File: src/rtl/ddr4_cmd_pkg.sv
// DDR4 command encodings and refresh FSM state type shared by the refresh path.
// Command bits sit on A[16:14] as {RAS_n, CAS_n, WE_n}; A[0] selects per-bank refresh.
package ddr4_cmd_pkg;

  localparam int CMD_AW = 17;

  localparam logic [CMD_AW-1:0] REF_CODE = 17'h04001;
  localparam logic [CMD_AW-1:0] ACT_CODE = 17'h00000;
  localparam logic [CMD_AW-1:0] PRE_CODE = 17'h08000;
  localparam logic [CMD_AW-1:0] RD_CODE  = 17'h14000;
  localparam logic [CMD_AW-1:0] WR_CODE  = 17'h10000;

  typedef enum logic [1:0] {
    IDLE  = 2'd0,
    REQ   = 2'd1,
    ISSUE = 2'd2,
    GAP   = 2'd3
  } ref_state_e;

endpackage

File: src/rtl/refi_timer.sv
// Free-running refresh interval counter; tick_o marks the TINT-1 -> 0 wrap.
module refi_timer #(
  parameter int TINT = 650
) (
  input  logic clk_i,
  input  logic reset_i,
  input  logic enable_i,
  output logic tick_o
);

  localparam int CW = (TINT > 1) ? $clog2(TINT) : 1;
  localparam logic [CW-1:0] LAST = CW'(TINT - 1);

  logic [CW-1:0] cnt_q;
  logic [CW-1:0] cnt_d;

  // Next count: hold while disabled, wrap after the last interval cycle.
  always_comb begin
    tick_o = enable_i && (cnt_q == LAST);
    cnt_d  = cnt_q;
    if (!enable_i) begin
      cnt_d = cnt_q;
    end else if (tick_o) begin
      cnt_d = '0;
    end else begin
      cnt_d = cnt_q + CW'(1);
    end
  end

  always_ff @(posedge clk_i) begin
    if (reset_i) begin
      cnt_q <= '0;
    end else begin
      cnt_q <= cnt_d;
    end
  end

endmodule

File: src/rtl/refresh_interleaver.sv
// Per-bank DDR4 refresh scheduler: walks banks ba-fastest, requests a command
// slot from the arbiter and emits registered REF commands; tracks postponed refreshes.
module refresh_interleaver
  import ddr4_cmd_pkg::*;
#(
  parameter int BGWIDTH   = 2,
  parameter int BAWIDTH   = 2,
  parameter int ADDRWIDTH = 17,
  parameter int TREFI     = 10400,
  parameter int MAXPEND   = 8,
  parameter int TGAP      = 0
) (
  input  logic                                 ck_t,
  input  logic                                 reset,
  input  logic                                 enable,
  input  logic [2**(BGWIDTH+BAWIDTH)-1:0]      bank_open,
  input  logic                                 ref_gnt,
  output logic                                 ref_req,
  output logic                                 ref_urgent,
  output logic                                 ref_overflow,
  output logic [$clog2(MAXPEND+1)-1:0]         pending,
  output logic                                 cmd_valid,
  output logic                                 cs_n,
  output logic                                 act_n,
  output logic [ADDRWIDTH-1:0]                 A,
  output logic [BGWIDTH-1:0]                   bg,
  output logic [BAWIDTH-1:0]                   ba
);

  localparam int PTRW  = BGWIDTH + BAWIDTH;
  localparam int BANKS = 2**PTRW;
  localparam int TINT  = TREFI / BANKS;
  localparam int PW    = $clog2(MAXPEND + 1);
  localparam int GW    = (TGAP > 1) ? $clog2(TGAP) : 1;
  localparam logic [PW-1:0] PEND_MAX = PW'(MAXPEND);
  localparam logic [GW-1:0] GAP_LAST = GW'((TGAP > 0) ? (TGAP - 1) : 0);

  ref_state_e           state_q, state_d;
  logic [PTRW-1:0]      ptr_q, ptr_d;
  logic [PW-1:0]        pend_q, pend_d;
  logic                 ovf_q, ovf_d;
  logic [GW-1:0]        gap_q, gap_d;
  logic                 req_q, req_d;
  logic                 valid_q, valid_d;
  logic                 csn_q, csn_d;
  logic [ADDRWIDTH-1:0] a_q, a_d;
  logic [BGWIDTH-1:0]   bg_q, bg_d;
  logic [BAWIDTH-1:0]   ba_q, ba_d;
  logic                 tick;
  logic                 issuing;

  refi_timer #(.TINT(TINT)) u_timer (
    .clk_i    (ck_t),
    .reset_i  (reset),
    .enable_i (enable),
    .tick_o   (tick)
  );

  assign issuing = (state_q == ISSUE);

  // FSM next state; a busy target bank or disable withdraws an outstanding request.
  always_comb begin
    state_d = state_q;
    gap_d   = gap_q;
    case (state_q)
      IDLE: begin
        if ((pend_q != '0) && !bank_open[ptr_q] && enable) begin
          state_d = REQ;
        end else begin
          state_d = IDLE;
        end
      end
      REQ: begin
        if (bank_open[ptr_q] || !enable) begin
          state_d = IDLE;
        end else if (ref_gnt) begin
          state_d = ISSUE;
        end else begin
          state_d = REQ;
        end
      end
      ISSUE: begin
        gap_d = '0;
        if (TGAP > 0) begin
          state_d = GAP;
        end else begin
          state_d = IDLE;
        end
      end
      GAP: begin
        if (gap_q == GAP_LAST) begin
          state_d = IDLE;
        end else begin
          gap_d = gap_q + GW'(1);
        end
      end
      default: begin
        state_d = IDLE;
      end
    endcase
  end

  // Pending count, overflow flag and bank pointer.
  always_comb begin
    pend_d = pend_q;
    ovf_d  = ovf_q;
    ptr_d  = ptr_q;
    if (tick && !issuing) begin
      if (pend_q == PEND_MAX) begin
        ovf_d = 1'b1;
      end else begin
        pend_d = pend_q + PW'(1);
      end
    end else if (!tick && issuing && (pend_q != '0)) begin
      pend_d = pend_q - PW'(1);
    end else begin
      pend_d = pend_q;
    end
    if (issuing) begin
      ptr_d = ptr_q + PTRW'(1);
    end else begin
      ptr_d = ptr_q;
    end
  end

  // Command outputs are registered from the next state so they align with it.
  always_comb begin
    req_d   = (state_d == REQ);
    valid_d = (state_d == ISSUE);
    csn_d   = 1'b1;
    a_d     = '0;
    bg_d    = bg_q;
    ba_d    = ba_q;
    if (state_d == ISSUE) begin
      csn_d = 1'b0;
      a_d   = ADDRWIDTH'(REF_CODE);
      bg_d  = ptr_q[PTRW-1:BAWIDTH];
      ba_d  = ptr_q[BAWIDTH-1:0];
    end else begin
      csn_d = 1'b1;
    end
  end

  always_ff @(posedge ck_t) begin
    if (reset) begin
      state_q <= IDLE;
      ptr_q   <= '0;
      pend_q  <= '0;
      ovf_q   <= 1'b0;
      gap_q   <= '0;
      req_q   <= 1'b0;
      valid_q <= 1'b0;
      csn_q   <= 1'b1;
      a_q     <= '0;
      bg_q    <= '0;
      ba_q    <= '0;
    end else begin
      state_q <= state_d;
      ptr_q   <= ptr_d;
      pend_q  <= pend_d;
      ovf_q   <= ovf_d;
      gap_q   <= gap_d;
      req_q   <= req_d;
      valid_q <= valid_d;
      csn_q   <= csn_d;
      a_q     <= a_d;
      bg_q    <= bg_d;
      ba_q    <= ba_d;
    end
  end

  assign ref_req      = req_q;
  assign ref_urgent   = (pend_q == PEND_MAX);
  assign ref_overflow = ovf_q;
  assign pending      = pend_q;
  assign cmd_valid    = valid_q;
  assign cs_n         = csn_q;
  assign act_n        = 1'b1;
  assign A            = a_q;
  assign bg           = bg_q;
  assign ba           = ba_q;

endmodule

File: config.mk
export PLATFORM = sky130hd
export DESIGN_NAME = refresh_interleaver
export DESIGN_NICKNAME = d
export VERILOG_FILES = /design/src/rtl/ddr4_cmd_pkg.sv /design/src/rtl/refi_timer.sv /design/src/rtl/refresh_interleaver.sv
export SDC_FILE = /design/constraint.sdc
export NUM_CORES = 1
export LEC_CHECK = 0
export BUFFER_PORTS_ARGS = -buffer_cell sky130_fd_sc_hd__buf_2
export CORE_MARGIN = 8
export CORE_UTILIZATION = 36
export CTS_BUF_LIST = sky130_fd_sc_hd__clkbuf_16
export DETAILED_ROUTE_END_ITERATION = 10
export GPL_TIMING_DRIVEN = 0
export MAX_ROUTING_LAYER = met4
export PLACE_DENSITY = 0.7
export SLEW_MARGIN = 20
export SYNTH_ARGS = -nofsm -noshare
export SYNTH_HDL_FRONTEND = slang
export SYNTH_SLANG_ARGS = --single-unit
File: constraint.sdc
create_clock -name ck_t -period 5.4 [get_ports ck_t]
set_input_delay 0.54 -clock ck_t [delete_from_list [all_inputs] [get_ports ck_t]]
set_output_delay 0.54 -clock ck_t [all_outputs]
set_load 0.05 [all_outputs]
# Word level (Yosys, flattened, before mapping)
# Index checks and enable logic that the tools add are counted.
dict set report word_totals {
  elab_cells 58
  in_bits 20
  output_inout_bits 31
  ff_bits 46
}
dict set report classes {
  n_eq_ne 8
  n_reduce_logical 17
  magnitude_cmp 1
  add_sub_neg 5
  n_mux 15
}
# operator count
set ops {}
lappend ops {{$mux W15} 1}
lappend ops {{$mux W4} 3}
lappend ops {{$add A10 B1 Y10 const B} 1}
lappend ops {{$eq A10 B10 Y1 const B} 1}
lappend ops {{$mux W10} 1}
lappend ops {{$add A4 B1 Y4 const B} 2}
lappend ops {{$pmux W2 S4} 1}
lappend ops {{$eq A2 B2 Y1 const B} 3}
lappend ops {{$logic_and A1 B1 Y1} 6}
lappend ops {{$mux W2} 3}
lappend ops {{$lt A4 B5 Y1 const B} 1}
lappend ops {{$bmux W1 S4} 1}
lappend ops {{$eq A2 B1 Y1 const B} 2}
lappend ops {{$eq A4 B4 Y1 const B} 1}
lappend ops {{$logic_not A1 Y1} 4}
lappend ops {{$mux W1} 4}
lappend ops {{$reduce_and A2 Y1} 2}
lappend ops {{$reduce_bool A2 Y1} 2}
lappend ops {{$reduce_bool A4 Y1} 1}
lappend ops {{$sub A4 B1 Y4 const B} 1}
lappend ops {{$logic_not A2 Y1} 1}
lappend ops {{$ne A2 B2 Y1 const B} 1}
lappend ops {{$pmux W1 S2} 1}
lappend ops {{$add A1 B1 Y1 const B} 1}
lappend ops {{$logic_or A1 B1 Y1} 1}

# Depth between registers and ports, before layout
# Gate-level depths: netlist (run 1).
dict set report logic_depth {
  depth_word 9
  ltp_mapped 11
  mapped_depth_nobuf 11
}

# By module
# A second synthesis (run 1) with hierarchy kept.
dict set report unflattened {
  cells_unflattened 180
  area_unflattened_um2 1657.8
}
# module area_per_inst_um2 seq_area_each_um2 cells_each instances
set modules_own_cells {}
lappend modules_own_cells {refresh_interleaver 1168.6 360.3 127 1}
lappend modules_own_cells {refi_timer 489.2 200.2 53 1}

# Worst setup path before layout (run 1)
# OpenSTA, ideal clock, no wires.
dict set report synth_timing {
  kind {flip-flop to flip-flop}
  from {register pend_q[3], in the netlist pending[3]}
  to {register pend_q[1], in the netlist pending[1]}
  period_less_slack_ns 3.271
  path_buffers 0
  path_stages_with_launch 6
  t_arrival_ns 3.144
  required_ns 5.272
  setup_time_ns 0.128
  setup_slack_ns 2.129
  path_cell_list {dfxtp_1 -> nor4b_1 -> nor2_1 -> mux2i_1 -> mux2i_1 -> nor2_1}
}
dict set report synth_via {
  elab_cells_between_ends 6
  classes_between {2 x eq/ne; 4 x reduce/logical}
}
# element line
set synth_lines {}
lappend synth_lines {{start: declaration} refresh_interleaver.sv:40} ;# logic [PW-1:0] pend_q, pend_d;
lappend synth_lines {{start signal: assignment} refresh_interleaver.sv:160} ;# pend_q <= pend_d;
lappend synth_lines {{$eq A4 B4 Y1} --}
lappend synth_lines {{via ref_urgent} refresh_interleaver.sv:19} ;# output logic ref_urgent,
lappend synth_lines {{$ne A2 B2 Y1 (no source line)} --}
lappend synth_lines {{$reduce_and A2 Y1 (no source line)} --}
# The timed path passes the listed nets, and every way through them passes these cells.
# A chain may end at the register's enable or synchronous reset.

# Worst setup path after layout (run 1)
dict set report layout_timing {
  from {register u_timer.cnt_q[5]}
  to {register pend_q[3], in the netlist pending[3]}
}
dict set report layout_via {
  elab_chain_cells 7
  elab_cells_between_ends 10
  classes_between {2 x eq/ne; 1 x mux; 7 x reduce/logical}
}
# element line
set layout_lines {}
lappend layout_lines {{start: declaration} refi_timer.sv:14} ;# logic [CW-1:0] cnt_q;
lappend layout_lines {{start signal: assignment} refi_timer.sv:34} ;# cnt_q <= cnt_d;
lappend layout_lines {{$eq A10 B10 Y1 *} refi_timer.sv:19} ;# tick_o = enable_i && (cnt_q == LAST);
lappend layout_lines {{$logic_and A1 B1 Y1 *} refi_timer.sv:19}
lappend layout_lines {{$logic_not A1 Y1} refresh_interleaver.sv:114} ;# end else if (!tick && issuing && (pend_q != '0)) begin
lappend layout_lines {{$logic_and A1 B1 Y1 (2 in series)} refresh_interleaver.sv:114}
lappend layout_lines {{$reduce_bool A2 Y1 (no source line)} --}
lappend layout_lines {{$reduce_and A2 Y1 (no source line)} --}
# Every way passes the cells marked *; elsewhere a longest branch is shown, timed or not.

==> flow_summary.ini, run 1 <==
[finish]
register_area_sq_um = 561
n_antenna_cell = 0
multiInputGateArea_sq_um = 923
drive_gt1_share_pct = 30.2
area_delta_synth_final_pct = 23.8
finalInstanceArea_sq_um = 2020
final.fill_count = 426
nNetsFinal = 249

[timing]
final-max-slew-violation-count = 0
tns_ps = 0
worst_slack_ps = 2740
max_freq_mhz = 376
finalSetupViolCount = 0
rsz0062_at_grt = no
worst_pin_slew_ps = 575
hold_viol = 0
skew_ps = 4.85
max-slew-margin-rel_pct = 61.2
period_needed_ps = 2660
post-route-period-util_pct = 49.3

[routing]
wirelength_um = 3140
drtIter0Drc = 60
wl_per_cell_um = 11.5
vias = 1234
drtPass1Iterations = 4
drc = 0
ant_nets = 0
post_drt_via_cell_ratio = 4.50

[logic_synthesis]
yosys_warnings = 0
synthFlopType = dfxtp_1
synth_edf_count = 0
synth_area_leaders = dfxtp_1 (34%), buf_4 (8.3%), mux2i_1 (5.5%)
synthArstFlopShare_pct = 0
synth_area_per_cell_sq_um = 9.52
yosysTopAreaCell = dfxtp_1
ys_ff_latch = 28
synth_top_area_share_pct = 34.4
ys_seq_area_share_pct = 34.4
yosysUniqueCellTypes = 42
syn_inst = 171
syn_area_sq_um = 1630

[placed_design]
pre_cts_slack_ps = 2440
io_buffers = 33
dp_hpwl_um = 2450
dpl-instance-area_sq_um = 1910
place_congestion = 0.745

[pwr]
max-vdd-ir-drop_uv = 165
leakagePower_nw = 0.915
power_density_nw_per_um2 = 240

[grt]
grt_start_max_net_pins = 17
grt_overflow = 0
antenna_found_initial = 0
grt_usage_pct = 9.16
grt_pass1_wl_um = 5410
grt_pass1_vias = 1244

[floorplanning]
dieArea_sq_um = 6930
initial_core_util_pct = 37.4
core_area_sq_um = 4350
fp.dieW_um = 83.2
rows = 24
ioPinCount = 51
die_height_um = 83.2

[worst_setup_path]
critPathRequiredTime_ps = 5580
cp-start-kind = flop
rrSetupSlack_ps = 2740
rr_endpoint = pending[3]$_SDFFE_PP0P_
crit_fanout = 8
r2r_cells = 10
endpoint_kind = flop
cp-startpoint = u_timer.cnt_q[5]$_SDFFE_PP0P_
critical_path_class = reg -> reg
critPathArrivalTime_ps = 2840
r2r-start = u_timer.cnt_q[5]$_SDFFE_PP0P_
cp-endpoint = pending[3]$_SDFFE_PP0P_

[clock_network]
cts_sinks = 28
cts_max_path_buffers = 2
cts_tree = done
cts-root-buf = clkbuf_16
clock_latency_ps = 260
cts_setup_buffers = 0
cts_buffers = 3
cts_htree_levels = 1
ctsHoldBuffers = 0
clk_pin_slew_ps = 70
post_cts_resized = 0

[min_path]
hp-class = reg -> reg
hp-start = ref_overflow$_SDFFE_PP0P_

[status]
status = finished, final reports clean

[job]
maxCapViolations = 0
## where the power goes
part / switching (mW) / internal, mW
clock: 0.0703 / 0.148
combinational: 0.0364 / 0.0194
sequential: 0.00169 / 0.208
## critical path, cell delays in order, from the launching register on
cell and delay, ps:
dfxtp_1 350, nor4b_1 320, nand4_1 360, nor2_1 230
inv_1 120, ha_1 290, a21o_1 170, a21oi_1 260
nor2b_1 180, a311oi_1 100, a211oi_1 210
## through the flow
stage	hold WS (ps)	power, mW	std cells	util [%]
finish	475	0.483	274	46.3
CTS	482	0.488	274	46.3
floorplan	483	0.260	185	-
global route	501	0.498	274	46.3
detailed placement	466	0.269	270	43.9
global placement	454	0.269	270	43.9
## registers in the layout (all words and copies together) (netlist names), 2 cells and up
| signal | flops |
|---|---|
| bg | 2 |
| pending | 4 |
| ba | 2 |
| state_q | 2 |
| ptr_q | 4 |
| u_timer.cnt_q | 10 |
## layout by cell type (no fill, tap or decap), drive strengths merged, types with 6 or more instances in the layout
cell type / Yosys / layout
a21oi: 6 / 6
buf: 22 / 55
clkbuf: 4 / 7
conb: 2 / 16
dfxtp: 28 / 28
mux2i: 9 / 9
nand2: 6 / 6
nand2b: 11 / 11
nor2: 21 / 21
xnor2: 6 / 6
xor2: 7 / 7
## metal layers
| layer | wire length (um) | GRT usage [%] | up-vias |
|---|---|---|---|
| li1 | - | - | 655 |
| met4 | 10 | 1.28 | 0 |
| met2 | 1450 | 15.1 | 27 |
| met3 | 167 | 3.32 | 2 |
| met1 | 1520 | 10.6 | 550 |
| met5 | 0 | - | - |
## cells in the mapped netlist, types with 2 or more instances
cell type,count
nor2_1,21
and3_1,2
xor2_1,7
conb_1,2
nand2_1,5
nor2b_1,4
ha_1,5
a21oi_1,5
dfxtp_1,28
nor3_1,5
clkbuf_1,4
nand3_1,4
inv_1,3
mux4_2,2
mux2i_1,9
buf_4,18
nor4b_1,2
nand4_1,4
nand2b_1,11
xnor2_1,6
nor4b_2,2
nand3b_1,2
## cell type report
type,count,area share [%]
Inverter,3,0.559
Tap cell,52,3.23
Buffer,26,9.19
Clock buffer,3,3.72
Multi-Input combinational cell,128,45.8
Timing Repair Buffer,33,8.19
Sequential cell,28,27.8
Clock inverter,1,1.49
## how the worst min path moves through the flow
stage / endpoint / slack [ps] / cells after the start
3_3_place_gp: ref_overflow$_SDFFE_PP0P_ / 450 / 2
4_1_cts: ba[0]$_SDFFE_PP0P_ / 480 / 2
6_report: ref_overflow$_SDFFE_PP0P_ / 480 / 2
5_1_grt: ba[0]$_SDFFE_PP0P_ / 500 / 2
3_5_place_dp: ref_overflow$_SDFFE_PP0P_ / 470 / 2
2_1_floorplan: u_timer.cnt_q[9]$_SDFFE_PP0P_ / 480 / 2
## kinds of logic (layout without fill, tap and decap cells)
logic type	Yosys count	count (layout)	synth area share [%]
AO/OA/AOI/OAI	12	12	5.61
AND/OR/NAND/NOR	68	68	24.5
adder cells (fa/ha/maj)	6	6	5.07
multiplexers	13	13	10.8
flip-flops	28	28	34.4
XOR/XNOR	13	13	6.99
buffers and inverters	29	66	12.1
other	2	16	0.461
(Power assumes the default switching activity.)
==> run 2: changes to the inputs <==
Settings changed: PLACE_DENSITY 0.7 to 0.72.
Clock period 5.4 ns to 2.25 ns, I/O delays scaled along.
==> run 2 against run 1 <==
Compared with the run above: the flow now finishes with violations (setup timing); clock power increased by 89%; maximum frequency increased by 17%; via count increased by 9.0%; critical path depth increased by 1; utilization increased by 4.0 points; sequential cell count unchanged; hold slack got worse by 180 ps; critical path type unchanged; largest cell class unchanged.
==> flow_summary.ini, run 2 (same netlist as run 1, synthesis figures left out) <==
[routing]
drtPass1Iterations = 4
vias = 1345
drtIter0Drc = 53
drc = 0
wirelength_um = 3680
post_drt_via_cell_ratio = 4.65
wl_per_cell_um = 12.7
ant_nets = 0

[grt]
antenna_found_initial = 0
grt_use_met3_pct = 3.61
grt_overflow = 0
grt_usage_pct = 10.6
grtUsageMet1_pct = 11.9
grt_start_max_net_pins = 16
use_met2_pct = 17.9
grt_pass1_vias = 1339
grt_pass1_wl_um = 6210
busiest_layer = met2

[finish]
drive_gt1_share_pct = 40.9
nNetsFinal = 264
n_antenna_cell = 0
largest_register_ffs = 10
layout_commonest_cell = buf_4
finalInstanceArea_sq_um = 2190
largest_register = u_timer.cnt_q
area_delta_synth_final_pct = 34.5
final_cell_mix = buf_4 (35), buf_2 (33), dfxtp_1 (22)

[pwr]
power.net_switching_mw = 0.266
finalPower_mw = 1.05
power_frac_comb_pct = 12.9
internal_power_mw = 0.782
power_density_nw_per_um2 = 479
swShare_pct = 25.4
pwr-share-seq_pct = 47.7
clock_power_share_pct = 39.4
leakagePower_nw = 0.994
max-vdd-ir-drop_uv = 241

[worst_setup_path]
crit_fanout = 4
critPathRequiredTime_ps = 2390
cp-start-kind = flop
endpoint_kind = flop
critical_path_class = reg -> reg
critPathArrivalTime_ps = 2420

[timing]
final-max-slew-violation-count = 0
max_freq_mhz = 438
hold_viol = 0
skew_ps = 2.78
rsz0062_at_grt = yes
post-route-period-util_pct = 101
finalSetupViolCount = 1
worst_slack_ps = -33.0
timing.hold.ws_ps = 290
period_needed_ps = 2280
tns_ps = -33.0

[floorplanning]
ioPinCount = 51
core_area_sq_um = 4350
fp.dieW_um = 83.2
rows = 24
initial_core_util_pct = 37.4
die_height_um = 83.2
dieArea_sq_um = 6930

[status]
status = finished with violations
violations = setup timing

[placed_design]
place_congestion = 0.739
dp_hpwl_um = 2570
dpl-instance-area_sq_um = 1940
pre_cts_slack_ps = -362
io_buffers = 33

[clock_network]
cts_buffers = 3
clock_latency_ps = 260
cts_sinks = 28
cts_max_path_buffers = 2
cts-root-buf = clkbuf_16
clk_pin_slew_ps = 70
cts_htree_levels = 1
cts_tree = done

[job]
maxCapViolations = 0

[min_path]
hp-class = in -> reg
==> run 2: routing by layer <==
layer | vias to the layer above | wire (um)
li1 | 683 | -
met1 | 617 | 1600
met2 | 41 | 1840
met3 | 4 | 215
met4 | 0 | 17
met5 | - | 0
==> run 2: critical path, cell delays in order, from the launching register on <==
cell      delay [ps]
dfxtp_2          350
nor4bb_1         290
nand4_1          200
nor2_2           210
inv_2             80
ha_4             210
a21o_1           170
a21oi_2          180
buf_4            140
nor3_1            40
a311oi_1         210
a211oi_1          80
==> run 2: final cells by class <==
cell class / count / area (sq um)
Tap cell: 52 / 65.1
Buffer: 26 / 191
Clock buffer: 3 / 75.1
Sequential cell: 28 / 573
Timing Repair Buffer: 48 / 278
Inverter: 3 / 11.3
Multi-Input combinational cell: 128 / 992
Clock inverter: 1 / 3.75
Fill cell: 397 / 2160
==> run 2: power groups by stage <==
stage               combinational (mW)  sequential [mW]  clock (mW)
floorplan                        0.112            0.512           0
finish                           0.135            0.500       0.413
CTS                              0.135            0.501       0.420
global placement                 0.133            0.513           0
detailed placement               0.134            0.514           0
global route                     0.145            0.501       0.441
==> run 2: timing repair <==
action	4_1_cts	5_1_grt
cloned	0	0
hold buffers	0	0
setup endpoints to repair	1	3
endpoints found under the hold margin	0	0
setup buffers	13	2
pin swaps	8	4
gates resized for setup	12	7
==> run 2: path summary, 6_finish.rpt <==
path | depth (start not counted) | slack [ps] | startpoint | to
worst min register to register | 2 | 470 | ref_overflow$_SDFFE_PP0P_ | ref_overflow$_SDFFE_PP0P_
worst min-delay path | 3 | 290 | enable | u_timer.cnt_q[0]$_SDFFE_PP0P_
worst max-delay path | 11 | -30 | u_timer.cnt_q[4]$_SDFFE_PP0P_ | pending[3]$_SDFFE_PP0P_
worst max register to register | 11 | -30 | u_timer.cnt_q[4]$_SDFFE_PP0P_ | pending[3]$_SDFFE_PP0P_
==> run 2: stage by stage <==
stage	utilization [%]	cells
final	50.3	289
after detailed placement	44.5	270
after floorplan	-	185
after CTS	49.6	287
after global routing	50.3	289
after global placement	44.5	270
==> run 3: changes to the inputs <==
Settings changed: CORE_UTILIZATION 36 to 46, HOLD_SLACK_MARGIN from default to 0.03, PLACE_DENSITY 0.72 to 0.86.
==> run 3 against run 2 <==
Compared with the run above: the flow now finishes without violations; sequential share of layout area rose by 0.92 points; maximum frequency up 4.4%; clock power rose by 26%; sequential cell count stayed put; sequential power about the same; global-route usage up 1.5 points; non-clock buffer count fell by 12; power up 11%; final area fell by 4.2%; register-to-register slack gained 96 ps; largest power group is now the clock network.
==> flow_summary.ini, run 3 (same netlist as run 1, synthesis figures left out) <==
[status]
status = finished, final reports clean

[grt]
grt_pass1_wl_um = 5380
grt_overflow = 0
grt_pass1_vias = 1242
grt_usage_pct = 12.1
grt_start_max_net_pins = 17
antenna_found_initial = 0

[routing]
drtPass1Iterations = 4
post_drt_via_cell_ratio = 4.70
wirelength_um = 3200
vias = 1274
ant_nets = 0
drc = 0
wl_per_cell_um = 11.8
drtIter0Drc = 83

[floorplanning]
initial_core_util_pct = 48.4
rows = 21
ioPinCount = 51
fp.dieW_um = 75.5
core_area_sq_um = 3360
dieArea_sq_um = 5700
die_height_um = 75.5

[timing]
max_freq_mhz = 457
skew_ps = 3.22
finalSetupViolCount = 0
period_needed_ps = 2190
hold_viol = 0
worst_slack_ps = 63.1
rsz0062_at_grt = yes
post-route-period-util_pct = 97.2
final-max-slew-violation-count = 0

[finish]
area_delta_synth_final_pct = 28.8
n_antenna_cell = 0
final_cell_mix = buf_2 (33), dfxtp_1 (24), buf_4 (22)
layout_commonest_cell = buf_2
largest_register_ffs = 10
multiInputGateArea_sq_um = 978
drive_gt1_share_pct = 36.4
final.fill_count = 308
fin_cells = 271
largest_register = u_timer.cnt_q
register_area_sq_um = 568
nNetsFinal = 252

[min_path]
hold_depth = 3
hp-class = in -> reg

[pwr]
pwr-share-seq_pct = 43.2
power_frac_comb_pct = 11.7
swShare_pct = 22.4
power.net_switching_mw = 0.260
internal_power_mw = 0.899
finalPower_mw = 1.16
clock_power_share_pct = 45.1
leakagePower_nw = 0.942
max-vdd-ir-drop_uv = 285
power_density_nw_per_um2 = 553

[clock_network]
clock_latency_ps = 260
cts-root-buf = clkbuf_16
cts_max_path_buffers = 2
cts_buffers = 3
cts_htree_levels = 1
clk_pin_slew_ps = 70
cts_sinks = 28
cts_tree = done

[placed_design]
io_buffers = 33
dp_hpwl_um = 2440
pre_cts_slack_ps = -265
numPlacedInstances = 264
place_congestion = 0.775

[worst_setup_path]
cp-start-kind = flop
critPathRequiredTime_ps = 2430
endpoint_kind = flop
critPathArrivalTime_ps = 2370
r2r_cells = 10
crit_fanout = 4
cp_slowest_cell = dfxtp_4
critical_path_class = reg -> reg
rrSetupSlack_ps = 60
cp_slowest_stage_delay_ps = 370
crit_chain = nor4bb_4 > nand4_1 > nor2_2 > inv_2 > ha_4 > a21o_1 > a21oi_2 > nor2b_1 > a311oi_1 > a211oi_1

[job]
maxCapViolations = 0
==> run 3: layer usage <==
| layer | share of wire (%) | wire length [um] | track usage (%) | vias up |
|---|---|---|---|---|
| met2 | 47 | 1510 | 19.7 | 29 |
| met3 | 5.5 | 175 | 1.97 | 4 |
| li1 | - | - | - | 660 |
| met4 | 1.6 | 51 | 5.12 | 0 |
| met1 | 46 | 1470 | 14.5 | 581 |
| met5 | 0 | 0 | - | - |
==> run 3: worst paths after layout <==
| path | to | startpoint |
|---|---|---|
| max | pending[3]$_SDFFE_PP0P_ | u_timer.cnt_q[4]$_SDFFE_PP0P_ |
| min | u_timer.cnt_q[0]$_SDFFE_PP0P_ | enable |
| max reg2reg | pending[3]$_SDFFE_PP0P_ | u_timer.cnt_q[4]$_SDFFE_PP0P_ |
| min reg2reg | bg[0]$_SDFFE_PP0P_ | bg[0]$_SDFFE_PP0P_ |
==> run 3: power by group through the flow <==
stage / combinational (mW) / clock [mW] / sequential (mW)
floorplan: 0.112 / 0 / 0.512
global placement: 0.132 / 0 / 0.513
detailed placement: 0.134 / 0 / 0.513
CTS: 0.134 / 0.527 / 0.502
global route: 0.145 / 0.544 / 0.501
finish: 0.136 / 0.522 / 0.501
==> run 3: worst max-delay path: cells and delay by family, from the launching register on <==
kind,cells,cell delay (ps)
compound gates,4,630
simple gates,4,830
flops,1,370
buf+inv,1,80
fa+ha+maj,1,210
==> run 3: layout make-up <==
type	instances	share of cell area (%)
multi-input cells	128	46.7
flip-flops and latches	28	27.1
plain buffers	26	9.01
repair buffers	36	8.95
clock buffers	3	3.58
well taps	46	2.74
clock inverters	1	1.43
inverters	3	0.537
==> run 3: stage by stage <==
stage	hold WS (ps)	instance area, sq um	setup TNS (ps)	utilization [%]
floorplan	405	1710	0	-
CTS	285	2050	0	60.9
global route	313	2100	-77.1	62.4
finish	289	2100	0	62.4
global placement	456	1930	-189	57.4
detailed placement	462	1930	-265	57.4
==> run 3: repair_timing <==
action                     CTS  global route
gates resized for setup      3             8
setup endpoints to repair    1             1
setup buffers                1             2
hold buffers                 0             0
pin swaps                    4             8
